### config.mk
export PLATFORM = sky130hd
export DESIGN_NAME = reset_conditioner
export DESIGN_NICKNAME = d
export VERILOG_FILES = /design/src/rtl/reset_conditioner.sv
export SDC_FILE = /design/constraint.sdc
export NUM_CORES = 1
export LEC_CHECK = 0
export ABC_AREA = 1
export BUFFER_PORTS_ARGS = -buffer_cell sky130_fd_sc_hd__clkbuf_2
export CORE_AREA = 2 2 81 83
export DETAILED_ROUTE_END_ITERATION = 12
export DIE_AREA = 0 0 83 85
export PLACE_DENSITY = 0.74
export SLEW_MARGIN = 20
export SYNTH_ARGS = -nofsm -noshare
export SYNTH_HDL_FRONTEND = slang
export SYNTH_SLANG_ARGS = --single-unit
### constraint.sdc
create_clock -name clock_160 -period 3.25 [get_ports clock_160]
set_clock_uncertainty 0.2 [all_clocks]
set_input_delay 0.8125 -clock clock_160 [delete_from_list [all_inputs] [get_ports clock_160]]
set_output_delay 0.8125 -clock clock_160 [all_outputs]
set_load 0.01 [all_outputs]
### src/rtl/reset_conditioner.sv
// Reset conditioner for the Propeller core: synchronizes and debounces the pushbutton and plug RES line, then stretches the result into one clean active-low reset.
// Latency: resn falls DEBOUNCE_CYCLES+3 edges after a sustained low source is first sampled, and rises DEBOUNCE_CYCLES+3+STRETCH_CYCLES edges after the last source is first sampled high.
// Backpressure: none; the inputs are free-running levels, and glitches shorter than DEBOUNCE_CYCLES synchronized cycles are ignored.
module reset_conditioner #(
  parameter int DEBOUNCE_CYCLES = 16000,
  parameter int STRETCH_CYCLES  = 160000
) (
  input  logic       clock_160,
  input  logic       reset,
  input  logic       key_n,
  input  logic       res_pin_n,
  output logic       resn,
  output logic [2:0] cause,
  output logic [7:0] reset_count
);

  localparam int DB_W = (DEBOUNCE_CYCLES > 2) ? $clog2(DEBOUNCE_CYCLES) : 1;
  localparam int ST_W = (STRETCH_CYCLES  > 2) ? $clog2(STRETCH_CYCLES)  : 1;
  localparam logic [DB_W-1:0] DB_LAST = DB_W'(DEBOUNCE_CYCLES - 1);
  localparam logic [ST_W-1:0] ST_LAST = ST_W'(STRETCH_CYCLES - 1);

  typedef enum logic [1:0] {
    ST_POR,
    ST_RUN,
    ST_ACTIVE,
    ST_STRETCH
  } state_t;

  logic            r_key_s1, r_key_s2;
  logic            r_plug_s1, r_plug_s2;
  logic            r_key_db, r_plug_db;
  logic [DB_W-1:0] r_key_cnt, r_plug_cnt;
  logic [ST_W-1:0] r_st_cnt;
  state_t          r_state;
  logic            r_resn;
  logic [2:0]      r_cause;
  logic [7:0]      r_reset_count;

  logic            w_any_low;
  logic [2:0]      w_cause_ld;

  // Two-flop synchronizers; idle (released) level is 1.
  always_ff @(posedge clock_160) begin
    if (reset) begin
      r_key_s1  <= 1'b1;
      r_key_s2  <= 1'b1;
      r_plug_s1 <= 1'b1;
      r_plug_s2 <= 1'b1;
    end else begin
      r_key_s1  <= key_n;
      r_key_s2  <= r_key_s1;
      r_plug_s1 <= res_pin_n;
      r_plug_s2 <= r_plug_s1;
    end
  end

  // Pushbutton debounce: level flips only after DEBOUNCE_CYCLES consecutive mismatching cycles.
  always_ff @(posedge clock_160) begin
    if (reset) begin
      r_key_db  <= 1'b1;
      r_key_cnt <= '0;
    end else if (r_key_s2 != r_key_db) begin
      if (r_key_cnt == DB_LAST) begin
        r_key_db  <= ~r_key_db;
        r_key_cnt <= '0;
      end else begin
        r_key_cnt <= r_key_cnt + 1'b1;
      end
    end else begin
      r_key_cnt <= '0;
    end
  end

  // Plug RES line debounce, same rule as the pushbutton.
  always_ff @(posedge clock_160) begin
    if (reset) begin
      r_plug_db  <= 1'b1;
      r_plug_cnt <= '0;
    end else if (r_plug_s2 != r_plug_db) begin
      if (r_plug_cnt == DB_LAST) begin
        r_plug_db  <= ~r_plug_db;
        r_plug_cnt <= '0;
      end else begin
        r_plug_cnt <= r_plug_cnt + 1'b1;
      end
    end else begin
      r_plug_cnt <= '0;
    end
  end

  assign w_any_low  = ~r_key_db | ~r_plug_db;
  assign w_cause_ld = {~r_plug_db, ~r_key_db, 1'b0};

  // Reset sequencing FSM; resn is registered alongside the state so it is high only in RUN.
  always_ff @(posedge clock_160) begin
    if (reset) begin
      r_state       <= ST_POR;
      r_st_cnt      <= '0;
      r_resn        <= 1'b0;
      r_cause       <= 3'b001;
      r_reset_count <= 8'd0;
    end else begin
      r_resn <= 1'b0;
      case (r_state)
        ST_POR: begin
          if (w_any_low) begin
            r_state <= ST_ACTIVE;
            r_cause <= w_cause_ld;
          end else if (r_st_cnt == ST_LAST) begin
            r_state  <= ST_RUN;
            r_resn   <= 1'b1;
            r_st_cnt <= '0;
          end else begin
            r_st_cnt <= r_st_cnt + 1'b1;
          end
        end
        ST_RUN: begin
          if (w_any_low) begin
            r_state <= ST_ACTIVE;
            r_cause <= w_cause_ld;
            if (r_reset_count != 8'hFF) begin
              r_reset_count <= r_reset_count + 8'd1;
            end
          end else begin
            r_resn <= 1'b1;
          end
        end
        ST_ACTIVE: begin
          r_st_cnt <= '0;
          if (!w_any_low) begin
            r_state <= ST_STRETCH;
          end
        end
        ST_STRETCH: begin
          if (w_any_low) begin
            r_state  <= ST_ACTIVE;
            r_cause  <= w_cause_ld;
            r_st_cnt <= '0;
          end else if (r_st_cnt == ST_LAST) begin
            r_state  <= ST_RUN;
            r_resn   <= 1'b1;
            r_st_cnt <= '0;
          end else begin
            r_st_cnt <= r_st_cnt + 1'b1;
          end
        end
        default: begin
          r_state  <= ST_POR;
          r_st_cnt <= '0;
        end
      endcase
    end
  end

  assign resn        = r_resn;
  assign cause       = r_cause;
  assign reset_count = r_reset_count;

endmodule

==> flow_metrics.tcl <==
set metrics [dict create \
    synth-main-ff-cell "dfxtp_1" \
    synthArstFlopShare 0 \
    nets 488 \
    ioPinCount 16 \
    clockRootBuffer "clkbuf_8" \
    clk_pin_slew_ns 0.07 \
    numCtsBuffers 9 \
    core_um2 6200 \
    finalSetupTns_ns 0 \
    avgSynthCellArea_um2 7.33 \
    syn_nets 466 \
    start_util 0.535 \
    cts_tree "done" \
    ctsHoldBuffers 0 \
    worstMarginPinSlew_ns 0.491 \
    dr.first_iter.drc_count 113 \
    clk_path_buf_depth 2 \
    min_path_type "reg -> reg" \
    place_area_um2 3460 \
    synth_seq_area_share 0.398 \
    arrival_ns 2.15 \
    crit_end "r_key_cnt[9]" \
    setup_viol 0 \
    status "complete, no violations" \
    max_freq_mhz 477 \
    die_y_um 85 \
    r2r_slack_ns 1.30 \
    critical_path_class "in -> reg" \
    multi_input_area_um2 1720 \
    syn-cell-area_um2 3320 \
    max_slew_margin 0.672 \
    synth-seq-cells 66 \
    routed_wl_mm 6.06 \
    n_antenna_cell 0 \
    hold_viol 0 \
    slew_violations 0 \
    viasPerCell 5.04 \
    syn-instance-count 453 \
    ir_drop_mv 0.510 \
    postCtsResizedCells 0 \
    clock-sinks 66 \
    hold_slack_ns 0.212 \
    critPathCaptureType "flop" \
    row_count 29 \
    finalCritPeriodShare 0.646 \
    drive_gt1_frac 0.163 \
    ff2ff_path_depth 10 \
    grt_setup_unrepaired "no" \
    die_w_um 83 \
    antenna_found_initial 0 \
    grt_pass1_wl_mm 10.7 \
    area_growth_pct 9.95 \
    r2r_end "r_st_cnt[10]" \
    portBuffers 15 \
    drcViolationCount 0 \
    grt_pass1_vias 2501 \
    yosys_warnings 0 \
    drv_cap 0 \
    hold-path-cell-count 1 \
    synth_edf_count 0 \
    overflow 0 \
    hpwlAfterDp_mm 4.48 \
    finalCriticalPeriod_ns 2.10 \
    nFillCells 559 \
    wl_per_cell_um 10.9 \
    dp_cells 541 \
    grt_start_max_net_pins 17 \
    clock_latency_ns 0.34 \
    vias 2802 \
    fin_util 0.588 \
    synth.distinct_cells 38 \
    startpoint "reset" \
    critPathMaxFanout 16 \
    dieArea_um2 7060 \
    dr.pass1.iters 4 \
    grt_usage 0.184 \
    final_cells 556 \
    power.leakage_nw 1.48 \
    routabilityCongestion 0.912 \
    r2r-start "r_state[0]" \
    worst-endpoint-required_ns 3.30 \
    power_density_nw_per_um2 473 \
    htreeDepth 3 \
    layout.area.seq_um2 1320 \
    startpoint_type "input port" \
    cts_setup_buffers 0 \
    design_area_um2 3650 \
    ant_nets 0 \
]
report_power, final:
group	switching [mW]	internal (mW)	total (mW)	leakage, nW
Clock	0.288	0.369	0.657	0.0962
Sequential	0.0217	0.836	0.858	0.533
Combinational	0.140	0.0695	0.209	0.853
cells in the mapped netlist, types with 2 or more instances:
cell type,number,area share
a21oi_1,16,0.024
clkbuf_1,2,0.0023
dfxtp_1,66,0.40
ha_1,9,0.034
inv_1,56,0.063
inv_2,8,0.0090
nand2_1,82,0.093
nand2_2,11,0.021
nand2_4,4,0.014
nand3_1,38,0.057
nand3_2,2,0.0060
nand3b_1,2,0.0045
nand4_1,11,0.021
nor2_1,65,0.074
nor2_2,7,0.013
nor2_4,5,0.017
nor3_1,11,0.017
nor3_4,2,0.0098
o21ai_0,14,0.021
o21bai_1,2,0.0045
o22ai_1,2,0.0038
or2_2,6,0.011
xnor2_1,7,0.018
xor2_1,11,0.029
registers in the layout (all words and copies together), names as in the netlist:
name / flops
cause: 3
r_key_cnt: 14
r_key_db: 1
r_key_s1: 1
r_key_s2: 1
r_plug_cnt: 14
r_plug_db: 1
r_plug_s1: 1
r_plug_s2: 1
r_st_cnt: 18
r_state: 2
reset_count: 8
resn: 1
worst min-delay path by stage:
| stage | from | to | slack (ns) |
|---|---|---|---|
| global placement | r_key_s1 | r_key_s2 | 0.19 |
| CTS | r_key_s1 | r_key_s2 | 0.22 |
| detailed placement | r_key_s1 | r_key_s2 | 0.20 |
| floorplan | r_key_s1 | r_key_s2 | 0.19 |
| global route | r_key_s1 | r_key_s2 | 0.25 |
| finish | r_key_s1 | r_key_s2 | 0.21 |
cell families after synthesis:
family	count (synthesis)	synth area share
compound gates	40	0.0697
xor+xnor	18	0.0475
fa+ha+maj	9	0.0339
buf+inv	70	0.0833
flops	66	0.398
simple gates	250	0.368
worst max-delay path, cell delays in order:
cell	delay, ns
clkbuf_2	0.19
inv_1	0.42
nand4_1	0.48
nor3_1	0.24
stage by stage:
step	setup slack, ns	total power [mW]
2_1_floorplan	1.53	1.04
3_3_place_gp	0.810	1.08
3_5_place_dp	0.773	1.08
4_1_cts	1.13	1.75
5_1_grt	0.935	1.81
6_report	1.15	1.72
layout make-up:
type,instances,area share
clock inverter,3,0.0110
inverter,66,0.0686
clock buffer,12,0.0398
sequential,66,0.362
timing repair buffer,15,0.0206
multi-input combinational,317,0.472
tap,77,0.0264
per-layer routing:
metal | GRT usage | vias to the layer above | wire length [µm]
li1 | - | 1486 | -
met1 | 0.224 | 1272 | 2870
met2 | 0.303 | 33 | 2890
met3 | 0.0661 | 11 | 221
met4 | 0.0611 | 0 | 75
met5 | 0 | - | 0
placed cells by master, fill, tap and decap left out, types with 8 or more instances in the layout:
master | synthesis | final
nor3_1 | 11 | 11
o21ai_0 | 14 | 14
inv_2 | 8 | 8
a21oi_1 | 16 | 16
ha_1 | 9 | 9
inv_1 | 56 | 56
clkbuf_2 | 0 | 15
nor2_1 | 65 | 65
nand4_1 | 11 | 11
clkbuf_8 | 0 | 10
nand2_1 | 82 | 82
nand2_2 | 11 | 11
xor2_1 | 11 | 11
nand3_1 | 38 | 38
dfxtp_1 | 66 | 66
Power figures use the tool's default switching activity.
